==> src/rtl/dct_pkg.sv <==
// Shared DCT controller types and constants.
// Used by the stage-1 and stage-2 sequencing controllers.
package dct_pkg;

  localparam int DCT_N    = 8;
  localparam int DCT_IDXW = 3;

  typedef enum logic {
    FILL = 1'b0,
    READ = 1'b1
  } ctrl_state_t;

endpackage

==> src/rtl/dct_stage2_col_ctrl_if.sv <==
// Handshake and bank-control bundle between stage 1,
// the stage-2 column controller and the stage-2 datapath.
interface dct_stage2_col_ctrl_if #(
  parameter int NCOL = 8,
  parameter int CW   = 3
);

  logic            flush;
  logic            in_valid;
  logic            in_ready;
  logic [NCOL-1:0] col_wr_en;
  logic [CW-1:0]   col_idx;
  logic            out_valid;
  logic            out_ready;
  logic [CW-1:0]   rd_sel;
  logic            out_last;
  logic            blk_done;
  logic [15:0]     blk_cnt;

  modport slave (
    input  flush,
    input  in_valid,
    input  out_ready,
    output in_ready,
    output col_wr_en,
    output col_idx,
    output out_valid,
    output rd_sel,
    output out_last,
    output blk_done,
    output blk_cnt
  );

  modport master (
    output flush,
    output in_valid,
    output out_ready,
    input  in_ready,
    input  col_wr_en,
    input  col_idx,
    input  out_valid,
    input  rd_sel,
    input  out_last,
    input  blk_done,
    input  blk_cnt
  );

endinterface

==> src/rtl/dct_idx_counter.sv <==
// Modulo-N index counter with enable and synchronous clear.
// wrap flags the enabled step from N-1 back to 0.
module dct_idx_counter #(
  parameter int N = 8,
  parameter int W = 3
) (
  input  logic         clk,
  input  logic         rst,
  input  logic         clr,
  input  logic         en,
  output logic [W-1:0] idx,
  output logic         wrap
);

  logic [W-1:0] idx_q;
  logic [W-1:0] idx_d;

  always_comb begin
    wrap  = en && (idx_q == W'(N - 1));
    idx_d = idx_q;
    if (clr) begin
      idx_d = '0;
    end else if (en) begin
      idx_d = wrap ? '0 : idx_q + 1'b1;
    end
  end

  always_ff @(posedge clk or negedge rst) begin
    if (!rst) begin
      idx_q <= '0;
    end else begin
      idx_q <= idx_d;
    end
  end

  assign idx = idx_q;

endmodule

==> src/rtl/dct_stage2_col_ctrl.sv <==
// Stage-2 column bank controller: fills an 8x8 block
// column by column, then replays it row by row.
module dct_stage2_col_ctrl
  import dct_pkg::*;
#(
  parameter int NCOL = DCT_N,
  parameter int NROW = DCT_N,
  parameter int CW   = DCT_IDXW
) (
  input  logic                 clk,
  input  logic                 rst,
  dct_stage2_col_ctrl_if.slave bus
);

  ctrl_state_t state_q;
  ctrl_state_t state_d;
  logic        blk_done_q;
  logic        blk_done_d;
  logic [15:0] blk_cnt_q;
  logic [15:0] blk_cnt_d;

  logic          in_fill;
  logic          in_read;
  logic          accept;
  logic          row_hs;
  logic [CW-1:0] col_idx;
  logic [CW-1:0] row_idx;
  logic          col_wrap;
  logic          row_wrap;

  assign in_fill = (state_q == FILL);
  assign in_read = (state_q == READ);

  // Gate ready with the reset pin so nothing is written while held.
  assign accept = in_fill && rst && bus.in_valid && !bus.flush;
  assign row_hs = in_read && bus.out_ready && !bus.flush;

  dct_idx_counter #(
    .N (NCOL),
    .W (CW)
  ) u_col_cnt (
    .clk  (clk),
    .rst  (rst),
    .clr  (bus.flush),
    .en   (accept),
    .idx  (col_idx),
    .wrap (col_wrap)
  );

  dct_idx_counter #(
    .N (NROW),
    .W (CW)
  ) u_row_cnt (
    .clk  (clk),
    .rst  (rst),
    .clr  (bus.flush),
    .en   (row_hs),
    .idx  (row_idx),
    .wrap (row_wrap)
  );

  always_comb begin
    state_d    = state_q;
    blk_done_d = 1'b0;
    blk_cnt_d  = blk_cnt_q;
    unique case (1'b1)
      bus.flush: begin
        state_d = FILL;
      end
      col_wrap: begin
        state_d = READ;
      end
      row_wrap: begin
        state_d    = FILL;
        blk_done_d = 1'b1;
        blk_cnt_d  = blk_cnt_q + 16'd1;
      end
      default: begin
      end
    endcase
  end

  always_ff @(posedge clk or negedge rst) begin
    if (!rst) begin
      state_q    <= FILL;
      blk_done_q <= 1'b0;
      blk_cnt_q  <= '0;
    end else begin
      state_q    <= state_d;
      blk_done_q <= blk_done_d;
      blk_cnt_q  <= blk_cnt_d;
    end
  end

  assign bus.in_ready  = in_fill && rst;
  assign bus.col_wr_en = accept ? (NCOL'(1) << col_idx) : '0;
  assign bus.col_idx   = col_idx;
  assign bus.out_valid = in_read;
  assign bus.rd_sel    = in_read ? row_idx : '0;
  assign bus.out_last  = in_read && (row_idx == CW'(NROW - 1));
  assign bus.blk_done  = blk_done_q;
  assign bus.blk_cnt   = blk_cnt_q;

endmodule

==> src/flat_wrapper.sv <==
// flat-port wrapper written by rule: the top's interface ports become plain ports
module dct_stage2_col_ctrl_flat import dct_pkg::*;
#(
  parameter int NCOL = DCT_N,
  parameter int NROW = DCT_N,
  parameter int CW   = DCT_IDXW
)
  (clk, rst, bus_flush, bus_in_valid, bus_out_ready, bus_in_ready, bus_col_wr_en, bus_col_idx, bus_out_valid, bus_rd_sel, bus_out_last, bus_blk_done, bus_blk_cnt);
  dct_stage2_col_ctrl_if #(.NCOL(NCOL), .CW(CW)) bus_i ();
  input  logic clk;
  input  logic rst;
  input wire logic [$bits(bus_i.flush)-1:0] bus_flush;
  input wire logic [$bits(bus_i.in_valid)-1:0] bus_in_valid;
  input wire logic [$bits(bus_i.out_ready)-1:0] bus_out_ready;
  output wire logic [$bits(bus_i.in_ready)-1:0] bus_in_ready;
  output wire logic [$bits(bus_i.col_wr_en)-1:0] bus_col_wr_en;
  output wire logic [$bits(bus_i.col_idx)-1:0] bus_col_idx;
  output wire logic [$bits(bus_i.out_valid)-1:0] bus_out_valid;
  output wire logic [$bits(bus_i.rd_sel)-1:0] bus_rd_sel;
  output wire logic [$bits(bus_i.out_last)-1:0] bus_out_last;
  output wire logic [$bits(bus_i.blk_done)-1:0] bus_blk_done;
  output wire logic [$bits(bus_i.blk_cnt)-1:0] bus_blk_cnt;
  assign bus_i.flush = bus_flush;
  assign bus_i.in_valid = bus_in_valid;
  assign bus_i.out_ready = bus_out_ready;
  assign bus_in_ready = bus_i.in_ready;
  assign bus_col_wr_en = bus_i.col_wr_en;
  assign bus_col_idx = bus_i.col_idx;
  assign bus_out_valid = bus_i.out_valid;
  assign bus_rd_sel = bus_i.rd_sel;
  assign bus_out_last = bus_i.out_last;
  assign bus_blk_done = bus_i.blk_done;
  assign bus_blk_cnt = bus_i.blk_cnt;
  dct_stage2_col_ctrl #(.NCOL(NCOL), .NROW(NROW), .CW(CW)) u_core (.clk(clk), .rst(rst), .bus(bus_i));
endmodule
==> config.mk <==
export PLATFORM = sky130hd
export DESIGN_NAME = dct_stage2_col_ctrl_flat
export DESIGN_NICKNAME = d
export VERILOG_FILES = /design/src/rtl/dct_pkg.sv /design/src/rtl/dct_stage2_col_ctrl_if.sv /design/src/rtl/dct_idx_counter.sv /design/src/rtl/dct_stage2_col_ctrl.sv /design/src/flat_wrapper.sv
export SDC_FILE = /design/constraint.sdc
export NUM_CORES = 1
export LEC_CHECK = 0
export BUFFER_PORTS_ARGS = -buffer_cell sky130_fd_sc_hd__buf_2
export CAP_MARGIN = 20
export CORE_ASPECT_RATIO = 0.5
export CORE_MARGIN = 1
export CORE_UTILIZATION = 35
export CTS_CLUSTER_SIZE = 8
export DETAILED_ROUTE_END_ITERATION = 7
export GPL_ROUTABILITY_DRIVEN = 0
export PLACE_DENSITY = 0.63
export SYNTH_ARGS = -nofsm -noshare
export SYNTH_HDL_FRONTEND = slang
export SYNTH_SLANG_ARGS = --single-unit
==> constraint.sdc <==
create_clock -name clk -period 2.4 [get_ports clk]
set_input_delay 0.24 -clock clk [delete_from_list [all_inputs] [get_ports clk]]
set_output_delay 0.24 -clock clk [all_outputs]
set_load 0.01 [all_outputs]
Word level (Yosys, flattened, before mapping)
Index checks and enable logic that the tools add are counted.
{"block": "classes", "addsub": 3, "shifts": 1, "n_mux": 10, "reduce_logical": 13, "n_bitwise": 1, "eq_ne": 2}
{"operator": "2-to-1 mux 3 bit", "n": 7}
{"operator": "adder 16 x 1 -> 16 bit, second input constant", "n": 1}
{"operator": "logical AND 1 bit", "n": 8}
{"operator": "2-to-1 mux 8 bit", "n": 1}
{"operator": "<< shifter 1 x 3 -> 8 bit, first input constant", "n": 1}
{"operator": "adder 3 x 1 -> 3 bit, second input constant", "n": 2}
{"operator": "equality test 3 bit, second input constant", "n": 2}
{"operator": "nonzero test 2 bit", "n": 3}
{"operator": "one-hot mux 1 bit (2 select lines)", "n": 1}
{"operator": "OR reduction 2 bit", "n": 1}
{"operator": "zero test 1 bit", "n": 1}
{"operator": "2-to-1 mux 1 bit", "n": 1}
{"operator": "NOT 1 bit", "n": 1}
{"block": "word_totals", "in_bits": 5, "output_inout_bits": 34, "register_bits": 24, "elab_cells": 35}

Logic depth before layout (Yosys ltp)
Gate-level depths: netlist of the first run.
{"block": "logic_depth", "ltp_word": 8, "mapped_depth": 6, "ltp_nobuf": 6}

By module
A second synthesis of the first run with hierarchy kept.
{"block": "hier_totals", "cells_unflattened": 112, "hier_area_um2": 1224.9}
{"module": "dct_stage2_col_ctrl", "area_per_inst_um2": 904.6, "cells_each": 84, "seq_area_each_um2": 450.4, "instances": 1}
{"module": "dct_idx_counter", "area_per_inst_um2": 160.2, "cells_each": 14, "seq_area_each_um2": 75.1, "instances": 2}

Worst setup path before layout of the first run
No wires, ideal clock.
{"block": "synth_path", "path_type": "reg2reg", "from": "register u_core.u_row_cnt.idx_q[0], in the netlist u_core.u_row_cnt.idx[0]", "to": "register u_core.blk_cnt_q[10], in the netlist u_core.bus.blk_cnt[10]", "arrival_ns": 1.658, "stages_incl_launch_ff": 7, "slack_ns": 0.663, "required_ns": 2.321, "n_path_buf": 0, "synth_period_minus_slack_ns": 1.737, "cell_sequence": "dfrtp_1 -> ha_1 -> ha_1 -> nand4b_4 -> or4_4 -> nor2_2 -> xor2_1"}
{"block": "synth_between", "elab_chain_cells": 2}
{"element": "start: declaration", "line_no": "dct_idx_counter.sv:15", "source": "logic [W-1:0] idx_q;"}
{"element": "start signal: assignment", "line_no": "dct_idx_counter.sv:32", "source": "idx_q <= idx_d;"}
{"element": "equality test 3 bit", "line_no": "dct_idx_counter.sv:19", "source": "wrap = en && (idx_q == W'(N - 1));"}
{"element": "logical AND 1 bit", "line_no": "dct_idx_counter.sv:19"}
{"element": "end signal: assignment", "line_no": "dct_stage2_col_ctrl.sv:91", "source": "blk_cnt_q <= blk_cnt_d;"}
{"element": "end: declaration", "line_no": "dct_stage2_col_ctrl.sv:19", "source": "logic [15:0] blk_cnt_q;"}
No other way between the ends.
A chain may end at the register's enable or synchronous reset.

Final worst setup path of the first run
{"block": "layout_path", "from": "input port rst", "to": "output port bus_col_wr_en[5]"}
{"block": "layout_between", "elab_chain_cells": 4}
{"element": "start: declaration", "line_no": "flat_wrapper.sv:11", "source": "input logic rst;"}
{"element": "logical AND 1 bit (3 in a row)", "line_no": "dct_stage2_col_ctrl.sv:35", "source": "assign accept = in_fill && rst && bus.in_valid && !bus.flush;"}
{"element": "2-to-1 mux 8 bit", "line_no": "dct_stage2_col_ctrl.sv:96", "source": "assign bus.col_wr_en = accept ? (NCOL'(1) << col_idx) : '0;"}
{"element": "end: declaration", "line_no": "flat_wrapper.sv:16", "source": "output wire logic [$bits(bus_i.col_wr_en)-1:0] bus_col_wr_en;"}
No other way between the ends.

==> results of run 1 <==
## layout by cell type (no fill, tap or decap)
cell type	count
sky130_fd_sc_hd__nor4_2	1
sky130_fd_sc_hd__clkbuf_8	4
sky130_fd_sc_hd__inv_1	6
sky130_fd_sc_hd__nor3b_1	1
sky130_fd_sc_hd__nand4b_4	1
sky130_fd_sc_hd__a31oi_1	1
sky130_fd_sc_hd__or4_4	1
sky130_fd_sc_hd__xor2_1	1
sky130_fd_sc_hd__nor2_1	5
sky130_fd_sc_hd__dlygate4sd3_1	1
sky130_fd_sc_hd__dfrtp_1	24
sky130_fd_sc_hd__and2_1	9
sky130_fd_sc_hd__nor3_1	3
sky130_fd_sc_hd__and4_1	1
sky130_fd_sc_hd__ha_1	9
sky130_fd_sc_hd__nand2_1	15
sky130_fd_sc_hd__or3_1	2
sky130_fd_sc_hd__nor4_1	1
sky130_fd_sc_hd__buf_4	1
sky130_fd_sc_hd__xnor2_1	14
sky130_fd_sc_hd__nand4_1	7
sky130_fd_sc_hd__nor2b_1	1
sky130_fd_sc_hd__buf_2	38
sky130_fd_sc_hd__nand3_1	5
sky130_fd_sc_hd__a21oi_1	6
sky130_fd_sc_hd__nor2_2	1
sky130_fd_sc_hd__and3_1	4
## cell type report
| type | count | area [um^2] | share of cell area, % |
|---|---|---|---|
| repair buffers | 40 | 208 | 13.3 |
| inverters | 6 | 22.5 | 1.44 |
| well taps | 48 | 60.1 | 3.85 |
| multi-input cells | 89 | 616 | 39.4 |
| clock buffers | 4 | 55.1 | 3.53 |
| flip-flops and latches | 24 | 601 | 38.5 |
## synthesized netlist by cell type
master                     number  share of area (%)
sky130_fd_sc_hd__nor2_2         1               0.50
sky130_fd_sc_hd__nand4_1        7                3.5
sky130_fd_sc_hd__nor4_1         1               0.50
sky130_fd_sc_hd__nand2_1       15                4.5
sky130_fd_sc_hd__inv_1          6                1.8
sky130_fd_sc_hd__ha_1           9                9.0
sky130_fd_sc_hd__nand4b_4       1                1.9
sky130_fd_sc_hd__nor3b_1        1               0.60
sky130_fd_sc_hd__nor2_1         5                1.5
sky130_fd_sc_hd__and2_1         9                4.5
sky130_fd_sc_hd__xnor2_1       14                9.8
sky130_fd_sc_hd__and3_1         4                2.0
sky130_fd_sc_hd__buf_2          1               0.40
sky130_fd_sc_hd__a31oi_1        1               0.50
sky130_fd_sc_hd__xor2_1         1               0.70
sky130_fd_sc_hd__buf_6          1               0.90
sky130_fd_sc_hd__or3_1          2                1.0
sky130_fd_sc_hd__nor4_2         1                1.0
sky130_fd_sc_hd__or4_4          1               0.90
sky130_fd_sc_hd__nor2b_1        1               0.50
sky130_fd_sc_hd__nand3_1        5                2.0
sky130_fd_sc_hd__and4_1         1               0.70
sky130_fd_sc_hd__a21oi_1        6                2.4
sky130_fd_sc_hd__nor3_1         3                1.2
sky130_fd_sc_hd__dfrtp_1       24                 48
## through the flow
| step | utilization (%) | hold WS [ns] |
|---|---|---|
| 2_1_floorplan | - | -0.0556 |
| 3_3_place_gp | 46.7 | 0.290 |
| 3_5_place_dp | 46.7 | 0.290 |
| 4_1_cts | 48.7 | 0.247 |
| 5_1_grt | 48.7 | 0.258 |
| 6_report | 48.7 | 0.246 |
## kinds of logic after synthesis
family | after synthesis | share of synthesized area [%]
AO/OA/AOI/OAI | 7 | 2.89
XOR/XNOR | 15 | 10.5
adder cells (fa/ha/maj) | 9 | 8.97
buffers and inverters | 8 | 3.09
flip-flops | 24 | 47.9
AND/OR/NAND/NOR | 58 | 26.7
## sequential cells by signal, indices dropped and copies added (netlist names)
signal / flops
u_core.bus.blk_cnt: 16
u_core.u_col_cnt.idx: 3
u_core.u_row_cnt.idx: 3
u_core.bus.blk_done: 1
u_core.bus.out_valid: 1
## how the worst min path moves through the flow
stage	start	end	slack (ns)	cells after the start
after floorplan	rst	u_core.bus.blk_cnt[0]$_DFFE_PN0P_	-0.06	0
after global placement	rst	u_core.bus.blk_cnt[5]$_DFFE_PN0P_	0.29	2
after detailed placement	rst	u_core.bus.blk_cnt[2]$_DFFE_PN0P_	0.29	2
after CTS	bus_in_valid	u_core.u_col_cnt.idx[1]$_DFFE_PN0P_	0.25	3
after global routing	bus_in_valid	u_core.u_col_cnt.idx[1]$_DFFE_PN0P_	0.26	3
final	bus_in_valid	u_core.u_col_cnt.idx[1]$_DFFE_PN0P_	0.25	3
## worst max-delay path, delay by kind of cell
family	cells	cell delay [ns]
buf+inv	3	0.76
simple gates	4	0.85
## per-layer routing
metal / vias to the layer above / global-route usage, % / part of all wire [%]
li1: 494 / - / -
met1: 480 / 20.5 / 50
met4: 0 / 2.00 / 0
met2: 27 / 23.8 / 46
met3: 0 / 4.29 / 4.7
met5: - / 0 / 0
## power breakdown
group          leakage [uW]  internal (uW)  switching, uW
Clock             0.0000288            146            128
Sequential         0.000329            406           2.48
Combinational      0.000480           12.4           23.5
Total              0.000839            564            154
==> impl_metrics.prom, run 1 <==
# TYPE chip_impl_metric gauge
chip_impl_metric{name="first_iter_violations",unit=""} 41
chip_impl_info{name="crit_chain",value="dlygate4sd3_1, buf_2, nor2b_1, nand2_1, nor2_1, and3_1, buf_2"} 1
chip_impl_info{name="critPathLaunchType",value="input port"} 1
chip_impl_metric{name="power.ir.vdd_worst",unit="mV"} 0.261
chip_impl_info{name="clock_tree_from_tritoncts",value="built"} 1
chip_impl_metric{name="relSlewSlack",unit="%"} 71.7
chip_impl_metric{name="initial_antenna_violation_count",unit=""} 0
chip_impl_metric{name="first_global_vias",unit=""} 919
chip_impl_metric{name="post_synth_num_cell_types",unit=""} 25
chip_impl_info{name="setup_repair_after_global_routing_missed_its_margin",value="no"} 1
chip_impl_metric{name="core.rowCount",unit=""} 14
chip_impl_metric{name="syn_area_per_cell",unit="um^2"} 10.4
chip_impl_metric{name="clock_latency",unit="ns"} 0.26
chip_impl_metric{name="die_h",unit="um"} 44.3
chip_impl_info{name="cpMaxStageDelayCell",value="sky130_fd_sc_hd__dlygate4sd3_1"} 1
chip_impl_metric{name="timing.final.ws_setup",unit="ns"} 0.296
chip_impl_metric{name="detail_route.wl_per_cell",unit="um"} 12.1
chip_impl_metric{name="final-setup-viol-count",unit=""} 0
chip_impl_metric{name="cts-buffers-inserted",unit=""} 3
chip_impl_metric{name="area_delta_synth_final",unit="%"} 24.4
chip_impl_metric{name="num-nets-final",unit=""} 178
chip_impl_info{name="critical_path.endpoint_type",value="output pin"} 1
chip_impl_metric{name="flip_flop_and_latch_count_after_synthesis",unit=""} 24
chip_impl_info{name="crit-reg2reg-capture",value="u_core.bus.blk_cnt[11]$_DFFE_PN0P_"} 1
chip_impl_info{name="crit_top_cell",value="sky130_fd_sc_hd__buf_2"} 1
chip_impl_info{name="cts.root.buffer_cell",value="sky130_fd_sc_hd__clkbuf_8"} 1
chip_impl_metric{name="antenna_cells",unit=""} 0
chip_impl_metric{name="numPortBuffers",unit=""} 38
chip_impl_metric{name="post-route-drc-count",unit=""} 0
chip_impl_metric{name="detailed_place.area",unit="um^2"} 1500
chip_impl_metric{name="average_vias_per_placed_instance",unit=""} 4.74
chip_impl_metric{name="final_antenna_net_count",unit=""} 0
chip_impl_metric{name="synth_cells",unit=""} 121
chip_impl_metric{name="initial_utilization",unit="%"} 39.1
chip_impl_metric{name="grt_overflow",unit=""} 0
chip_impl_metric{name="post_layout_nonfiller_instances",unit=""} 211
chip_impl_metric{name="critical-path-max-stage-delay",unit="ns"} 0.52
chip_impl_metric{name="r2r_setup_slack",unit="ns"} 0.51
chip_impl_metric{name="detail_route.wirelength",unit="um"} 2550
chip_impl_metric{name="total_power",unit="uW"} 719
chip_impl_metric{name="cells_on_worst_reg2reg_path",unit=""} 6
chip_impl_metric{name="mappedNetlistNets",unit=""} 135
chip_impl_metric{name="path_clk_slew",unit="ns"} 0.08
chip_impl_info{name="worstHoldPathType",value="input port to flop"} 1
chip_impl_metric{name="post_cts_setup_repair_buffer_count",unit=""} 0
chip_impl_metric{name="ys.warnings.count",unit=""} 0
chip_impl_metric{name="cellLeakagePower",unit="uW"} 0.000839
chip_impl_metric{name="worst_ep_required_time",unit="ns"} 2.16
chip_impl_metric{name="worstMarginPinSlew",unit="ns"} 0.422
chip_impl_metric{name="hpwl_detailed",unit="um"} 1950
chip_impl_metric{name="detailedPlace.worstSlack",unit="ns"} 0.512
chip_impl_info{name="cp-endpoint",value="bus_col_wr_en[5]"} 1
chip_impl_metric{name="power.density_cell_area",unit="nW/um^2"} 460
chip_impl_info{name="worstReg2RegStart",value="u_core.u_row_cnt.idx[0]$_DFFE_PN0P_"} 1
chip_impl_metric{name="cts_resized",unit=""} 0
chip_impl_metric{name="postLayoutCellArea",unit="um^2"} 1560
chip_impl_metric{name="finClkSkew",unit="ns"} 0.00162
chip_impl_metric{name="postCtsHoldBufs",unit=""} 1
chip_impl_metric{name="fin_setup_tns",unit="ns"} 0
chip_impl_metric{name="final_layout_size_suffix_gt1_share",unit="%"} 28.8
chip_impl_metric{name="floorplan.die_area",unit="um^2"} 3840
chip_impl_metric{name="report.final.slew_viol_count",unit=""} 0
chip_impl_metric{name="max-clock-path-buffers",unit=""} 2
chip_impl_metric{name="design.core.area",unit="um^2"} 3210
chip_impl_metric{name="drt_pre_antenna_iters",unit=""} 4
chip_impl_info{name="worst-setup-path-type",value="input port to output pin"} 1
chip_impl_metric{name="fillCellCount",unit=""} 325
chip_impl_metric{name="h_tree_depth",unit=""} 1
chip_impl_metric{name="placed_cells_incl_taps",unit=""} 206
chip_impl_metric{name="ioPinCount",unit=""} 39
chip_impl_metric{name="max_freq",unit="MHz"} 475
chip_impl_metric{name="track_usage",unit="%"} 14.8
chip_impl_metric{name="die_w",unit="um"} 86.7
chip_impl_metric{name="fin_crit",unit="ns"} 2.10
chip_impl_metric{name="report.final.hold_viol_count",unit=""} 0
chip_impl_info{name="status",value="finished clean"} 1
chip_impl_metric{name="dr_total_vias",unit=""} 1001
chip_impl_metric{name="timing.critical_path.fanout_max",unit=""} 7
chip_impl_metric{name="grt_start_max_net_pins",unit=""} 26
chip_impl_metric{name="max_cap_viol",unit=""} 0
chip_impl_metric{name="cts.sinks",unit=""} 24
chip_impl_info{name="crit_path_start",value="rst"} 1
chip_impl_metric{name="synth-seq-area-share",unit="%"} 47.9
chip_impl_metric{name="global_route_wire_length_before_repair",unit="um"} 4350
chip_impl_metric{name="final.period_utilization",unit="%"} 87.7
chip_impl_metric{name="cp.arrival",unit="ns"} 1.86
chip_impl_metric{name="netlist_area_before_placement",unit="um^2"} 1250
Note: power is estimated with default switching activity, not from simulation.
==> run 2: changes to the inputs <==
- ABC_AREA: unset -> 1
- PLACE_DENSITY: 0.63 -> 0.62
- RECOVER_POWER: unset -> 25
==> run 2 against run 1 <==
Net effect: via count up 24%; register-to-register slack better by 0.26 ns; clock-buffer cell count unchanged; worst hold slack better by 0.056 ns; power is 0.14% higher; setup slack gained 0.17 ns; clock power is essentially flat; fmax increased by 8.8%; final cell count up 32%; first-iteration DRC count fell by 2.4%; synthesized cell count is 50% higher.
==> impl_metrics.prom, run 2 <==
# TYPE chip_impl_metric gauge
chip_impl_metric{name="numPortBuffers",unit=""} 38
chip_impl_metric{name="fin_hold_ws",unit="ns"} 0.302
chip_impl_metric{name="fillCellCount",unit=""} 397
chip_impl_metric{name="core.rowCount",unit=""} 16
chip_impl_metric{name="design.core.area",unit="um^2"} 3900
chip_impl_metric{name="report.final.slew_viol_count",unit=""} 0
chip_impl_metric{name="netlist_area_before_placement",unit="um^2"} 1430
chip_impl_metric{name="relSlewSlack",unit="%"} 15.8
chip_impl_metric{name="post_synth_num_cell_types",unit=""} 21
chip_impl_metric{name="synth_cells",unit=""} 181
chip_impl_metric{name="max-clock-path-buffers",unit=""} 2
chip_impl_metric{name="cts.sinks",unit=""} 24
chip_impl_info{name="synth_top_family_by_area",value="simple AND/OR/NAND/NOR gates"} 1
chip_impl_metric{name="clock_latency",unit="ns"} 0.27
chip_impl_metric{name="post-synth-top-area-fraction",unit="%"} 41.9
chip_impl_info{name="globalRoute.busiestLayer",value="met2"} 1
chip_impl_info{name="crit_chain",value="dlygate4sd3_1, clkbuf_1, inv_1, nor2_2, nand2_1, nor2_4, inv_2, nor3_1, buf_2"} 1
chip_impl_metric{name="max_freq",unit="MHz"} 517
chip_impl_metric{name="flip_flop_and_latch_count_after_synthesis",unit=""} 24
chip_impl_metric{name="report.final.hold_viol_count",unit=""} 0
chip_impl_metric{name="synth-seq-area-share",unit="%"} 41.9
chip_impl_info{name="critPathLaunchType",value="input port"} 1
chip_impl_metric{name="die_w",unit="um"} 92.5
chip_impl_info{name="layout.cells.most_common_list",value="sky130_fd_sc_hd__nand2_1 (55), sky130_fd_sc_hd__buf_2 (37), sky130_fd_sc_hd__inv_1 (29)"} 1
chip_impl_metric{name="final_antenna_net_count",unit=""} 0
chip_impl_metric{name="cts_resized",unit=""} 0
chip_impl_info{name="synth.top_cells.by_count",value="sky130_fd_sc_hd__nand2_1 (55), sky130_fd_sc_hd__inv_1 (29), sky130_fd_sc_hd__dfrtp_1 (24)"} 1
chip_impl_info{name="critical_path.endpoint_type",value="output pin"} 1
chip_impl_metric{name="finClkSkew",unit="ns"} 0.00252
chip_impl_metric{name="max_cap_viol",unit=""} 0
chip_impl_metric{name="post_layout_nonfiller_instances",unit=""} 278
chip_impl_metric{name="average_vias_per_placed_instance",unit=""} 4.47
chip_impl_metric{name="critical_path_buf_inv_count",unit=""} 5
chip_impl_metric{name="largest_register_ff_count",unit=""} 16
chip_impl_metric{name="initial_antenna_violation_count",unit=""} 0
chip_impl_metric{name="use_met1",unit="%"} 18.2
chip_impl_metric{name="mappedNetlistNets",unit=""} 195
chip_impl_metric{name="power.ir.vdd_worst",unit="mV"} 0.172
chip_impl_metric{name="placed_cells_incl_taps",unit=""} 273
chip_impl_metric{name="edff_count_synth",unit=""} 0
chip_impl_metric{name="power.density_cell_area",unit="nW/um^2"} 412
chip_impl_metric{name="synth_xor_area_share",unit="%"} 5.50
chip_impl_metric{name="drt_pre_antenna_iters",unit=""} 4
chip_impl_metric{name="die_h",unit="um"} 47.3
chip_impl_metric{name="dr_total_vias",unit=""} 1243
chip_impl_metric{name="initial_utilization",unit="%"} 36.7
chip_impl_metric{name="final.period_utilization",unit="%"} 80.6
chip_impl_metric{name="antenna_cells",unit=""} 0
chip_impl_info{name="clock_tree_from_tritoncts",value="built"} 1
chip_impl_metric{name="worst_ep_required_time",unit="ns"} 2.16
chip_impl_metric{name="fin_crit",unit="ns"} 1.93
chip_impl_info{name="cpMaxStageDelayCell",value="sky130_fd_sc_hd__dlygate4sd3_1"} 1
chip_impl_metric{name="num-nets-final",unit=""} 239
chip_impl_metric{name="track_usage",unit="%"} 14.2
chip_impl_metric{name="critical-path-max-stage-delay",unit="ns"} 0.53
chip_impl_metric{name="detail_route.wl_per_cell",unit="um"} 10.4
chip_impl_metric{name="area_delta_synth_final",unit="%"} 21.9
chip_impl_metric{name="post-route-drc-count",unit=""} 0
chip_impl_metric{name="post_synth_and_or_nand_nor_area_fraction",unit="%"} 33.2
chip_impl_metric{name="hpwl_detailed",unit="um"} 2260
chip_impl_metric{name="first_global_vias",unit=""} 1064
chip_impl_metric{name="ioPinCount",unit=""} 39
chip_impl_metric{name="worstMarginPinSlew",unit="ns"} 1.26
chip_impl_metric{name="ys.warnings.count",unit=""} 0
chip_impl_metric{name="timing.critical_path.fanout_max",unit=""} 7
chip_impl_metric{name="grt_util_met3",unit="%"} 3.56
chip_impl_info{name="top_ff_cell_synth",value="sky130_fd_sc_hd__dfrtp_1"} 1
chip_impl_metric{name="path_clk_slew",unit="ns"} 0.08
chip_impl_info{name="status",value="finished clean"} 1
chip_impl_metric{name="async_reset_ff_share",unit="%"} 100
chip_impl_info{name="setup_repair_after_global_routing_missed_its_margin",value="no"} 1
chip_impl_metric{name="yosys-mux-area-fraction",unit="%"} 0
chip_impl_info{name="cts.root.buffer_cell",value="sky130_fd_sc_hd__clkbuf_8"} 1
chip_impl_info{name="worstHoldPathType",value="input port to flop"} 1
chip_impl_metric{name="final-setup-viol-count",unit=""} 0
chip_impl_metric{name="cellLeakagePower",unit="uW"} 0.000984
chip_impl_metric{name="cts-buffers-inserted",unit=""} 3
chip_impl_metric{name="synth_compound_area_share",unit="%"} 2.36
chip_impl_info{name="synth_most_common_cell",value="sky130_fd_sc_hd__nand2_1"} 1
chip_impl_metric{name="first_iter_violations",unit=""} 40
chip_impl_metric{name="fin_setup_tns",unit="ns"} 0
chip_impl_metric{name="grt_overflow",unit=""} 0
chip_impl_info{name="synth_area_leaders",value="sky130_fd_sc_hd__dfrtp_1 (42%), sky130_fd_sc_hd__nand2_1 (14%), sky130_fd_sc_hd__ha_1 (7.9%)"} 1
chip_impl_info{name="worst-setup-path-type",value="input port to output pin"} 1
chip_impl_metric{name="grtUsageMet2",unit="%"} 24.7
chip_impl_info{name="layout.cells.most_common",value="sky130_fd_sc_hd__nand2_1"} 1
chip_impl_info{name="cell_taking_the_most_area_after_synthesis",value="sky130_fd_sc_hd__dfrtp_1"} 1
chip_impl_metric{name="h_tree_depth",unit=""} 1
chip_impl_metric{name="final_layout_size_suffix_gt1_share",unit="%"} 23.2
chip_impl_metric{name="floorplan.die_area",unit="um^2"} 4370
chip_impl_metric{name="grt_start_max_net_pins",unit=""} 25
chip_impl_metric{name="global_route_wire_length_before_repair",unit="um"} 4710
chip_impl_metric{name="post_synth_fa_ha_maj_area_fraction",unit="%"} 7.85
chip_impl_metric{name="detail_route.wirelength",unit="um"} 2880
chip_impl_metric{name="syn_area_per_cell",unit="um^2"} 7.92
chip_impl_info{name="path_delay_family",value="buffers and inverters"} 1
chip_impl_metric{name="cp.arrival",unit="ns"} 1.69
[run 2: final cells by class]
type	count	area, um^2	area share (%)
timing repair buffer	40	203	11.6
inverter	32	120	6.87
clock buffer	4	55.1	3.15
tap	54	67.6	3.87
multi-input combinational	124	702	40.2
sequential	24	601	34.4
[run 2: through the flow]
step | total power (uW) | area (um^2) | utilization, % | setup WS, ns
floorplan | 433 | 1430 | - | 0.854
global placement | 455 | 1690 | 43.2 | 0.858
detailed placement | 455 | 1690 | 43.2 | 0.757
CTS | 734 | 1750 | 44.9 | 0.516
global route | 753 | 1750 | 44.8 | 0.323
finish | 720 | 1750 | 44.8 | 0.466
[run 2: cell families (layout without fill, tap and decap cells)]
| group | after synthesis | after routing |
|---|---|---|
| AOI/OAI and AO/OA | 6 | 6 |
| xor gates and xnor gates | 9 | 9 |
| adders and majority gates | 9 | 9 |
| buffers and inverters | 33 | 76 |
| DFF | 24 | 24 |
| and+or+nand+nor | 100 | 100 |
[run 2: worst paths after layout]
check,from,endpoint,slack (ns),cells after the start
setup / recovery,rst,bus_col_wr_en[2],0.47,9
hold reg to reg,u_core.bus.blk_cnt[15]$_DFFE_PN0P_,u_core.bus.blk_cnt[15]$_DFFE_PN0P_,0.49,2
hold / removal,bus_flush,u_core.u_col_cnt.idx[2]$_DFFE_PN0P_,0.30,4
max in group asynchronous,rst,u_core.bus.blk_cnt[8]$_DFFE_PN0P_,0.76,3
min in group asynchronous,rst,u_core.u_col_cnt.idx[2]$_DFFE_PN0P_,0.89,3
setup reg to reg,u_core.u_row_cnt.idx[0]$_DFFE_PN0P_,u_core.bus.blk_cnt[14]$_DFFE_PN0P_,0.77,7
[run 2: routing by layer]
metal  vias to the layer above  share of wire [%]
met5                         -                  0
met4                         0               0.28
met3                         2                3.5
met2                        19                 47
met1                       569                 49
li1                        653                  -
[run 2: repair_timing]
item                                    4_1_cts  5_1_grt
hold buffers                                  1        0
hold endpoints to repair                     24        0
endpoints found under the setup margin        0        0
buffers inserted                              0        0
[run 2: worst register-to-register path, cell delays in order (launching register included)]
cell and delay (ns):
sky130_fd_sc_hd__dfrtp_1 0.40, sky130_fd_sc_hd__ha_1 0.16, sky130_fd_sc_hd__ha_1 0.24, sky130_fd_sc_hd__nand4_4 0.25, sky130_fd_sc_hd__nor2_4 0.24, sky130_fd_sc_hd__nand4_1 0.11
sky130_fd_sc_hd__nand2_1 0.08, sky130_fd_sc_hd__inv_1 0.04
[run 2: power breakdown]
part	internal, uW	leakage, uW	switching [uW]
clock network	147	0.0000288	128
registers	406	0.000314	2.04
logic	11.3	0.000642	26.4
